## src/rtl/matrix_stream_loader.sv

```systemverilog
// matrix_stream_loader
// Parses decimal tokens from a UART byte stream. Depending on task_mode it
// captures a matrix ID, a pair of dimensions, or loads 1..MAX_GEN matrices
// (typed with zero pre-fill, or LFSR-generated) through a write port.
module matrix_stream_loader #(
    parameter int          MAX_DIM   = 5,
    parameter int          DATA_W    = 32,
    parameter int          ADDR_W    = 8,
    parameter int          ELEM_MIN  = 0,
    parameter int          ELEM_MAX  = 9,
    parameter int          MAX_GEN   = 2,
    parameter int          TIMEOUT   = 50_000_000,
    parameter logic [31:0] LFSR_SEED = 32'hACE1
) (
    input  logic              clk,
    input  logic              rst_n,
    input  logic              en,
    input  logic [1:0]        task_mode,
    input  logic              gen_mode,
    input  logic [7:0]        rx_data,
    input  logic              rx_valid,
    input  logic [ADDR_W-1:0] base_addr,
    input  logic              addr_ready,
    output logic              wr_en,
    output logic [ADDR_W-1:0] wr_addr,
    output logic [DATA_W-1:0] wr_data,
    output logic [DATA_W-1:0] dim_m,
    output logic [DATA_W-1:0] dim_n,
    output logic              dims_valid,
    output logic [1:0]        mat_idx,
    output logic [DATA_W-1:0] id_val,
    output logic              id_valid,
    output logic              done,
    output logic              error
);

    localparam int CNT_W  = $clog2(MAX_DIM * MAX_DIM + 1);
    localparam int IDLE_W = $clog2(TIMEOUT + 1);

    localparam logic [2:0] ST_RX_M     = 3'd0;
    localparam logic [2:0] ST_RX_N     = 3'd1;
    localparam logic [2:0] ST_RX_CNT   = 3'd2;
    localparam logic [2:0] ST_REQ_ADDR = 3'd3;
    localparam logic [2:0] ST_CLEAR    = 3'd4;
    localparam logic [2:0] ST_ENTRY    = 3'd5;
    localparam logic [2:0] ST_GEN      = 3'd6;
    localparam logic [2:0] ST_DONE     = 3'd7;

    localparam logic [DATA_W-1:0]        MAX_POS   = {1'b0, {(DATA_W-1){1'b1}}};
    localparam logic signed [DATA_W-1:0] EMIN      = DATA_W'(ELEM_MIN);
    localparam logic signed [DATA_W-1:0] EMAX      = DATA_W'(ELEM_MAX);
    localparam logic [DATA_W-1:0]        DIM_LIMIT = DATA_W'(MAX_DIM);
    localparam logic [DATA_W-1:0]        GEN_LIMIT = DATA_W'(MAX_GEN);
    localparam logic [31:0]              RANGE_U   = 32'(ELEM_MAX - ELEM_MIN + 1);
    localparam logic                     NEG_OK    = (ELEM_MIN < 0);

    logic [2:0]        state_reg;
    logic [DATA_W-1:0] acc_reg;
    logic              ovf_reg;
    logic              neg_reg;
    logic              digits_reg;
    logic [CNT_W-1:0]  offset_reg;
    logic [CNT_W-1:0]  count_reg;
    logic [ADDR_W-1:0] base_reg;
    logic [1:0]        gen_total_reg;
    logic [IDLE_W-1:0] idle_reg;
    logic [31:0]       lfsr_reg;

    logic              is_digit, is_eol, is_delim, is_minus;
    logic [DATA_W+3:0] acc_wide;
    logic [DATA_W-1:0] acc_sat;
    logic              ovf_now;
    logic [DATA_W-1:0] tok_val;
    logic              dim_ok, cnt_ok, elem_ok, minus_ok;
    logic [31:0]       gen_mod;
    logic [DATA_W-1:0] gen_val;
    logic              last_elem, more_mats, mode3_hold;

    // Byte classification, saturating accumulator and token range checks
    always_comb begin
        is_digit = (rx_data >= 8'h30) && (rx_data <= 8'h39);
        is_eol   = (rx_data == 8'h0D) || (rx_data == 8'h0A);
        is_delim = is_eol || (rx_data == 8'h20);
        is_minus = (rx_data == 8'h2D);

        acc_wide = ({4'd0, acc_reg} << 3) + ({4'd0, acc_reg} << 1)
                 + {{DATA_W{1'b0}}, rx_data[3:0]};
        if (acc_wide > {4'd0, MAX_POS}) begin
            acc_sat = MAX_POS;
            ovf_now = 1'b1;
        end else begin
            acc_sat = acc_wide[DATA_W-1:0];
            ovf_now = 1'b0;
        end

        tok_val  = neg_reg ? (~acc_reg + 1'b1) : acc_reg;
        dim_ok   = !ovf_reg && !neg_reg && (acc_reg != '0) && (acc_reg <= DIM_LIMIT);
        cnt_ok   = !ovf_reg && !neg_reg && (acc_reg != '0) && (acc_reg <= GEN_LIMIT);
        elem_ok  = !ovf_reg && ($signed(tok_val) >= EMIN) && ($signed(tok_val) <= EMAX);
        minus_ok = NEG_OK && (state_reg == ST_ENTRY) && !digits_reg && !neg_reg;

        gen_mod  = lfsr_reg % RANGE_U;
        gen_val  = DATA_W'(gen_mod) + EMIN;

        last_elem  = ((offset_reg + CNT_W'(1)) == count_reg);
        more_mats  = (({1'b0, mat_idx} + 3'd1) < {1'b0, gen_total_reg});
        mode3_hold = (state_reg == ST_RX_M) && (task_mode == 2'd3);
    end

    // Free-running LFSR, advances regardless of en
    always_ff @(posedge clk or negedge rst_n) begin
        if (!rst_n) begin
            lfsr_reg <= LFSR_SEED;
        end else begin
            lfsr_reg <= {lfsr_reg[30:0], lfsr_reg[31] ^ lfsr_reg[21] ^ lfsr_reg[1]};
        end
    end

    // Main control: token parsing, task sequencing and write generation
    always_ff @(posedge clk or negedge rst_n) begin
        if (!rst_n) begin
            state_reg     <= ST_RX_M;
            acc_reg       <= '0;
            ovf_reg       <= 1'b0;
            neg_reg       <= 1'b0;
            digits_reg    <= 1'b0;
            offset_reg    <= '0;
            count_reg     <= '0;
            base_reg      <= '0;
            gen_total_reg <= '0;
            idle_reg      <= '0;
            wr_en         <= 1'b0;
            wr_addr       <= '0;
            wr_data       <= '0;
            dim_m         <= '0;
            dim_n         <= '0;
            dims_valid    <= 1'b0;
            mat_idx       <= '0;
            id_val        <= '0;
            id_valid      <= 1'b0;
            done          <= 1'b0;
            error         <= 1'b0;
        end else if (!en) begin
            // Dimensions and ID survive a disable; everything else restarts
            state_reg  <= ST_RX_M;
            acc_reg    <= '0;
            ovf_reg    <= 1'b0;
            neg_reg    <= 1'b0;
            digits_reg <= 1'b0;
            offset_reg <= '0;
            idle_reg   <= '0;
            mat_idx    <= '0;
            error      <= 1'b0;
            done       <= 1'b0;
            wr_en      <= 1'b0;
            id_valid   <= 1'b0;
            dims_valid <= 1'b0;
        end else begin
            wr_en    <= 1'b0;
            id_valid <= 1'b0;
            if ((state_reg != ST_ENTRY) || rx_valid) begin
                idle_reg <= '0;
            end

            case (state_reg)
                ST_REQ_ADDR: begin
                    // The offset-0 write is issued with the handshake so the
                    // first write lands one cycle after addr_ready.
                    if (addr_ready) begin
                        dims_valid <= 1'b0;
                        base_reg   <= base_addr;
                        wr_en      <= 1'b1;
                        wr_addr    <= base_addr;
                        wr_data    <= gen_mode ? gen_val : '0;
                        offset_reg <= CNT_W'(1);
                        state_reg  <= gen_mode ? ST_GEN : ST_CLEAR;
                    end
                end

                ST_CLEAR: begin
                    if (offset_reg < count_reg) begin
                        wr_en      <= 1'b1;
                        wr_addr    <= base_reg + ADDR_W'(offset_reg);
                        wr_data    <= '0;
                        offset_reg <= offset_reg + CNT_W'(1);
                    end else begin
                        offset_reg <= '0;
                        state_reg  <= ST_ENTRY;
                    end
                end

                ST_GEN: begin
                    if (offset_reg < count_reg) begin
                        wr_en      <= 1'b1;
                        wr_addr    <= base_reg + ADDR_W'(offset_reg);
                        wr_data    <= gen_val;
                        offset_reg <= offset_reg + CNT_W'(1);
                    end else begin
                        offset_reg <= '0;
                        mat_idx    <= mat_idx + 2'd1;
                        if (more_mats) begin
                            dims_valid <= 1'b1;
                            state_reg  <= ST_REQ_ADDR;
                        end else begin
                            done      <= 1'b1;
                            state_reg <= ST_DONE;
                        end
                    end
                end

                ST_DONE: begin
                end

                default: begin
                    // Byte-consuming states: RX_M, RX_N, RX_CNT, ENTRY
                    if ((state_reg == ST_ENTRY) && !rx_valid) begin
                        if (idle_reg == IDLE_W'(TIMEOUT - 1)) begin
                            done      <= 1'b1;
                            state_reg <= ST_DONE;
                        end else begin
                            idle_reg <= idle_reg + 1'b1;
                        end
                    end

                    if (rx_valid && !mode3_hold) begin
                        if (is_digit) begin
                            acc_reg    <= acc_sat;
                            ovf_reg    <= ovf_reg | ovf_now;
                            digits_reg <= 1'b1;
                            if (state_reg == ST_RX_M) begin
                                error <= 1'b0;
                            end
                        end else if (is_minus && minus_ok) begin
                            neg_reg <= 1'b1;
                        end else if (is_delim) begin
                            acc_reg    <= '0;
                            ovf_reg    <= 1'b0;
                            neg_reg    <= 1'b0;
                            digits_reg <= 1'b0;
                            if (!digits_reg) begin
                                // Empty token: only an end-of-line in ENTRY matters
                                if ((state_reg == ST_ENTRY) && is_eol) begin
                                    done      <= 1'b1;
                                    state_reg <= ST_DONE;
                                end
                            end else if (state_reg == ST_RX_M) begin
                                if (task_mode == 2'd2) begin
                                    id_val    <= acc_reg;
                                    id_valid  <= 1'b1;
                                    done      <= 1'b1;
                                    state_reg <= ST_DONE;
                                end else if (dim_ok) begin
                                    dim_m     <= acc_reg;
                                    state_reg <= ST_RX_N;
                                end else begin
                                    error <= 1'b1;
                                end
                            end else if (state_reg == ST_RX_N) begin
                                if (!dim_ok) begin
                                    error     <= 1'b1;
                                    state_reg <= ST_RX_M;
                                end else begin
                                    dim_n     <= acc_reg;
                                    count_reg <= CNT_W'(dim_m[CNT_W-1:0] * acc_reg[CNT_W-1:0]);
                                    if (task_mode == 2'd1) begin
                                        done      <= 1'b1;
                                        state_reg <= ST_DONE;
                                    end else if (gen_mode) begin
                                        state_reg <= ST_RX_CNT;
                                    end else begin
                                        gen_total_reg <= 2'd1;
                                        mat_idx       <= '0;
                                        dims_valid    <= 1'b1;
                                        state_reg     <= ST_REQ_ADDR;
                                    end
                                end
                            end else if (state_reg == ST_RX_CNT) begin
                                if (cnt_ok) begin
                                    gen_total_reg <= 2'(acc_reg);
                                    mat_idx       <= '0;
                                    dims_valid    <= 1'b1;
                                    state_reg     <= ST_REQ_ADDR;
                                end else begin
                                    error     <= 1'b1;
                                    state_reg <= ST_RX_M;
                                end
                            end else begin
                                if (elem_ok) begin
                                    wr_en      <= 1'b1;
                                    wr_addr    <= base_reg + ADDR_W'(offset_reg);
                                    wr_data    <= tok_val;
                                    offset_reg <= offset_reg + CNT_W'(1);
                                    if (last_elem || is_eol) begin
                                        done      <= 1'b1;
                                        state_reg <= ST_DONE;
                                    end
                                end else begin
                                    error     <= 1'b1;
                                    state_reg <= ST_RX_M;
                                end
                            end
                        end else begin
                            // Illegal byte (or misplaced minus)
                            error      <= 1'b1;
                            acc_reg    <= '0;
                            ovf_reg    <= 1'b0;
                            neg_reg    <= 1'b0;
                            digits_reg <= 1'b0;
                            state_reg  <= ST_RX_M;
                        end
                    end
                end
            endcase
        end
    end

endmodule

```

## config.mk

```make
export PLATFORM = sky130hd
export DESIGN_NAME = matrix_stream_loader
export DESIGN_NICKNAME = d
export VERILOG_FILES = /design/src/rtl/matrix_stream_loader.sv
export SDC_FILE = /design/constraint.sdc
export NUM_CORES = 1
export LEC_CHECK = 0
export ABC_AREA = 1
export BUFFER_PORTS_ARGS = -buffer_cell sky130_fd_sc_hd__buf_4
export CAP_MARGIN = 20
export CORE_MARGIN = 1
export CORE_UTILIZATION = 40
export DETAILED_ROUTE_END_ITERATION = 12
export GPL_TIMING_DRIVEN = 0
export PLACE_DENSITY = 0.68
export REMOVE_ABC_BUFFERS = 1
export SETUP_SLACK_MARGIN = 0.1
export SLEW_MARGIN = 20
export SYNTH_ARGS = -nofsm -noshare
export SYNTH_HDL_FRONTEND = slang
export SYNTH_SLANG_ARGS = --single-unit
```

## constraint.sdc

```tcl
create_clock -name clk -period 16.15 [get_ports clk]
set_clock_uncertainty 0.15 [all_clocks]
set_input_delay 0.8075 -clock clk [delete_from_list [all_inputs] [get_ports clk]]
set_output_delay 0.8075 -clock clk [all_outputs]
set_load 0.005 [all_outputs]
```

# == After elaboration in Yosys (flattened, before gate mapping) ==
# Index checks and enable logic that the tools add are counted.
# classes
n_eq_ne,75
n_addsub,8
n_reduce_logical,50
bitwise,9
mux,174
n_lt_le_gt_ge,9
div,1
multipliers,1
# op_table
operator,n
32-bit 2-to-1 mux,18
26-bit 2-to-1 mux,5
32-bit case mux with 4 select lines,1
1-bit 2-to-1 mux,80
8-bit 2-to-1 mux,10
3-bit 2-to-1 mux,21
5-bit 2-to-1 mux,11
2-bit 2-to-1 mux,21
35-bit by 33-bit adder with 36-bit output,1
36-bit by 4-bit adder with 36-bit output,1
"36-bit by 31-bit greater-than comparator with 1-bit output, second input constant",1
"4-bit by 1-bit != test with 1-bit output, second input constant",9
12-bit AND reduction,3
"32-bit by 1-bit adder with 32-bit output, second input constant",1
"32-bit by 1-bit >= comparator with 1-bit output, second input constant",1
"32-bit by 2-bit <= comparator with 1-bit output, second input constant",1
"32-bit by 3-bit <= comparator with 1-bit output, second input constant",1
"32-bit by 5-bit <= comparator with 1-bit output, second input constant",1
"32-bit by 4-bit modulo with 32-bit output, second input constant",1
32-bit inverter,1
32-bit nonzero test,1
"4-bit by 3-bit != test with 1-bit output, second input constant",7
"26-bit by 1-bit adder with 26-bit output, second input constant",1
"26-bit == test, second input constant",1
other kinds (57),128
# totals
wordCells,349
input_bits,24
output_inout_bits,143
regBits,259

# == Depth between registers and ports, before layout ==
# logic_depth
depth_word,16
mapped_depth,133
depth_no_buf,133

# == Worst setup path before layout ==
# No wires, ideal clock.
# synth_path
path_kind,register to register
startpoint,register lfsr_reg[31]
endpoint,register wr_data[1]
period_less_slack_ps,9128
stages_incl_launch_ff,117
arrival_ps,8905
n_path_buf,0
t_required_ps,15927
setup_ps,73
setup_slack_ps,7022
cell_sequence,dfrtp_1 -> a21oi_1 -> o21bai_2 -> nand2_2 -> nand2_2 -> nand2_2 -> nand3_2 -> nand2_2 -> nand2_2 -> nand2_2 -> nand3_2 -> nand2_2 -> nand2_2 -> nand2_2 -> nand3_2 -> nand2_4 -> nand3_1 -> nand3_2 -> [81 not listed] -> nand2_2 -> nand2_1 -> nand2_2 -> inv_2 -> nand2_4 -> nand2_2 -> nand2_1 -> nand2_2 -> inv_2 -> nand2_4 -> nand2_2 -> nand2_1 -> nand3_2 -> nand2_4 -> nand2_2 -> nand2_1 -> nand3_1 -> a21oi_2
# synth_via
elab_chain_len,4
word_cells_on_any_way,5
cone_classes,div: 1; mux: 4
# synth_rtl
item,line,text
from (decl),67,logic [31:0] lfsr_reg;
from (signal assigned),115,"lfsr_reg <= {lfsr_reg[30:0], lfsr_reg[31] ^ lfsr_reg[21] ^ lfsr_reg[1]};"
32-bit by 4-bit modulo with 32-bit output *,102,gen_mod = lfsr_reg % RANGE_U;
32-bit 2-to-1 mux,174,wr_data <= gen_mode ? gen_val : '0;
32-bit 2-to-1 mux,169,if (addr_ready) begin
32-bit case mux with 4 select lines *,165,case (state_reg)
to (signal assigned),174,
to (signal assigned),196,wr_data <= gen_val;
to (signal assigned),291,wr_data <= tok_val;
to (decl),26,"output logic [DATA_W-1:0] wr_data,"
# Mark *: on every way between the ends. The rest lies on a longest branch, timed or not. The select of a mux whose other input is x is not followed.
# A chain may end at the register's enable or synchronous reset.

# == Worst setup path in the final report ==
# layout_path
startpoint,register lfsr_reg[31]
endpoint,register wr_data[3]
# Same word-level chain as after synthesis.

==> run_summary.xml <==
<?xml version="1.0" encoding="UTF-8"?>
<metrics>
  <group name="critical_path">
    <metric name="crit_arrival" unit="ps">10810</metric>
    <metric name="worst_path_most_repeated_cell" unit="">sky130_fd_sc_hd__nand2_2</metric>
    <metric name="timing.critical_path.slowest_stage_cell" unit="">sky130_fd_sc_hd__dfrtp_1</metric>
    <metric name="critPathLaunch" unit="">lfsr_reg[31]</metric>
    <metric name="critPathMaxStageDelay" unit="ps">430</metric>
    <metric name="rr_startpoint" unit="">lfsr_reg[31]</metric>
    <metric name="critical_path.max_fanout" unit="">6</metric>
    <metric name="timing.critical_path.to_type" unit="">register</metric>
    <metric name="setup.worst_path.start_class" unit="">register</metric>
    <metric name="criticalPathCategory" unit="">register to register</metric>
    <metric name="cp.required" unit="ps">16450</metric>
  </group>
  <group name="clocking">
    <metric name="worst_setup_hold_path_clk_slew" unit="ps">60</metric>
    <metric name="clockBufferDepth" unit="">3</metric>
    <metric name="cts_root_buf" unit="">sky130_fd_sc_hd__clkbuf_16</metric>
    <metric name="post_cts_resize_count" unit="">0</metric>
    <metric name="cts-htree-levels" unit="">1</metric>
    <metric name="clk_latency" unit="ps">570</metric>
    <metric name="tritoncts_num_sinks" unit="">258</metric>
    <metric name="cts_buffers" unit="">30</metric>
    <metric name="post-cts-setup-buffer-count" unit="">0</metric>
    <metric name="cts_tree" unit="">built</metric>
    <metric name="cts_hold_repair.buffers" unit="">0</metric>
  </group>
  <group name="timing">
    <metric name="final.setup.worst_slack" unit="ps">5645</metric>
    <metric name="rsz0062_at_grt" unit="">no</metric>
    <metric name="maxSlewHeadroom" unit="">0.3519</metric>
    <metric name="maxSlewViolCount" unit="">0</metric>
    <metric name="worst-slew-pin-transition" unit="ps">971.1</metric>
    <metric name="worst_hold_slack" unit="ps">52.80</metric>
    <metric name="final_setup_violation_count" unit="">0</metric>
    <metric name="fin_tns_setup" unit="ps">0</metric>
    <metric name="hold_viol" unit="">0</metric>
    <metric name="achievable-frequency" unit="MHz">95.19</metric>
    <metric name="post_route_fraction_of_the_period_consumed_by_the_critical_path" unit="">0.6505</metric>
    <metric name="layout_min_cycle_time" unit="ps">10510</metric>
  </group>
  <group name="die">
    <metric name="core" unit="um2">37580</metric>
    <metric name="row_count" unit="">71</metric>
    <metric name="die_y" unit="um">197.3</metric>
    <metric name="start_util" unit="">0.4061</metric>
    <metric name="pin_count" unit="">167</metric>
    <metric name="die_w" unit="um">197.3</metric>
    <metric name="die_area" unit="um2">38930</metric>
  </group>
  <group name="route">
    <metric name="total_via_count_in_the_routed_design" unit="">13144</metric>
    <metric name="drtPass1Iterations" unit="">5</metric>
    <metric name="final_antenna_net_count" unit="">0</metric>
    <metric name="routed_wire_length_per_instance" unit="um">13.83</metric>
    <metric name="detail_route.drc_violations" unit="">0</metric>
    <metric name="initialDrtViolationCount" unit="">674</metric>
    <metric name="via_per_inst" unit="">4.960</metric>
    <metric name="drt-total-wl" unit="um">36660</metric>
  </group>
  <group name="min_path">
    <metric name="hold_path_class" unit="">primary input to asynchronous set/reset pin</metric>
  </group>
  <group name="global_routing">
    <metric name="first_global_vias" unit="">12796</metric>
    <metric name="first_pass_grt_wire_length" unit="um">61580</metric>
    <metric name="globalRoute.totalOverflow" unit="">0</metric>
    <metric name="grt_usage" unit="">0.1914</metric>
    <metric name="grt_antenna_before_repair" unit="">1</metric>
    <metric name="grt_start_max_net_pins" unit="">94</metric>
  </group>
  <group name="finish">
    <metric name="multi_input_comb_area" unit="um2">7410</metric>
    <metric name="proportion_of_layout_cells_with_a_drive_suffix_above_1" unit="">0.1857</metric>
    <metric name="n_fill_cell" unit="">3576</metric>
    <metric name="number_of_nets_in_the_finished_design" unit="">2228</metric>
    <metric name="layout.area.seq" unit="um2">6466</metric>
    <metric name="fin_cells" unit="">2650</metric>
    <metric name="syn_to_final_growth" unit="%">18.95</metric>
  </group>
  <group name="yosys">
    <metric name="syn_inst" unit="">1941</metric>
    <metric name="syn-cell-area" unit="um2">15260</metric>
    <metric name="yosys_register_bits" unit="">258</metric>
    <metric name="postSynthAreaPerCell" unit="um2">7.861</metric>
    <metric name="edff_count_synth" unit="">0</metric>
    <metric name="synth_commonest_cells" unit="">sky130_fd_sc_hd__nand2_1, sky130_fd_sc_hd__inv_1, sky130_fd_sc_hd__dfrtp_1</metric>
    <metric name="synth.area.top_cells" unit="">sky130_fd_sc_hd__dfrtp_1, sky130_fd_sc_hd__nand2_1, sky130_fd_sc_hd__inv_1</metric>
    <metric name="synth_top_cell_by_area" unit="">sky130_fd_sc_hd__dfrtp_1</metric>
    <metric name="share_of_flip_flops_with_an_asynchronous_set_or_reset_after_synthesis" unit="">1.000</metric>
    <metric name="yosysSeqAreaShare" unit="">0.4238</metric>
    <metric name="synth_top_cell_area_share" unit="">0.4100</metric>
    <metric name="synth_cell_type_count" unit="">49</metric>
    <metric name="ys_dominant_reg_cell" unit="">sky130_fd_sc_hd__dfrtp_1</metric>
    <metric name="ys.warnings.count" unit="">0</metric>
    <metric name="dominant_cell_by_count_in_the_synthesized_netlist" unit="">sky130_fd_sc_hd__nand2_1</metric>
  </group>
  <group name="pwr">
    <metric name="lkg_pwr" unit="nW">9.722</metric>
    <metric name="p_per_area" unit="nW/um2">84.26</metric>
    <metric name="total_power" unit="W">0.001529</metric>
    <metric name="vdd_drop_max" unit="V">0.00007407</metric>
  </group>
  <group name="placed_design">
    <metric name="globalplace.congestion" unit="">0.9197</metric>
    <metric name="place.port_buffers" unit="">166</metric>
    <metric name="number_of_instances_in_the_placed_design" unit="">2595</metric>
    <metric name="preCtsSetupSlack" unit="ps">5702</metric>
    <metric name="dp.final_hpwl" unit="um">27090</metric>
  </group>
  <group name="run">
    <metric name="maxCapViolCount" unit="">0</metric>
  </group>
  <group name="outcome">
    <metric name="run_status" unit="">completed</metric>
  </group>
</metrics>
==> power by group <==
group	leakage (nW)	internal, W	total, W	switching, W
registers	3.16	0.000692	0.000718	0.0000254
logic	6.08	0.0000798	0.000148	0.0000679
clock network	0.477	0.000388	0.000664	0.000275
total	9.72	0.00116	0.00153	0.000369
==> metrics by stage <==
step	utilization	instance area, um2
floorplan	-	15140
CTS	0.4827	18140
detailed placement	0.4571	17180
finish	0.4830	18150
global placement	0.4531	17030
global route	0.4829	18150
==> cells in the final DEF, fill, tap and decap left out, drive strengths merged, types with 4 or more instances in the layout <==
cell    Yosys  routed
nand2     451     451
inv       339     339
dfrtp     250     250
nor2      194     194
buf         1     174
nand3     173     173
o21ai     129     129
ha         82      82
a21oi      77      77
clkbuf     30      44
nand4      27      27
o221ai     23      23
xor2       22      22
nor3       21      21
xnor2      17      17
a31oi      13      13
nor4       13      13
clkinv      5      13
dfstp       8       8
o211ai      8       8
mux2        6       6
fa          6       6
o22ai       5       5
or2         5       5
o21bai      5       5
a221oi      4       4
a211oi      4       4
==> cells by family after synthesis <==
| kind of cell | after synthesis | synth area share |
|---|---|---|
| mux | 6 | 0.004428 |
| flops | 258 | 0.4238 |
| xor+xnor | 39 | 0.02239 |
| fa+ha+maj | 88 | 0.07511 |
| compound gates | 288 | 0.1118 |
| buf+inv | 375 | 0.09225 |
| simple gates | 887 | 0.2702 |
==> path summary, 6_finish.rpt <==
| kind | end | slack [ps] | cells after the start |
|---|---|---|---|
| worst max-delay path | wr_data[3] | 5640 | 110 |
| worst min-delay path | dim_m[31] | 50 | 1 |
| worst max register to register | wr_data[3] | 5640 | 110 |
| worst min register to register | lfsr_reg[11] | 230 | 0 |
| max in group asynchronous | idle_reg[7] | 14500 | 3 |
| min in group clk | lfsr_reg[11] | 230 | 0 |
==> area by class of cell <==
type                            count  share of cell area
Multi-Input combinational cell   1308              0.4082
Sequential cell                   258              0.3563
Timing Repair Buffer              174             0.07597
Inverter                          344             0.07114
Clock buffer                       44             0.04812
Tap cell                          511             0.03523
Clock inverter                     10            0.004895
Antenna cell                        1           0.0001379
==> critical path: cells and delay by family (launching register included) <==
kind / cells / cell delay [ps]
simple gates: 96 / 8160
buf+inv: 9 / 720
compound gates: 5 / 920
flops: 1 / 430
==> layer usage <==
layer	vias up	GRT usage	routed length [um]
li1	6640	-	-
met4	0	0.05312	893
met2	280	0.3220	16870
met3	52	0.02817	1742
met5	-	0	0
met1	6172	0.2557	17150
No activity file was read; power rests on OpenSTA's default activity.
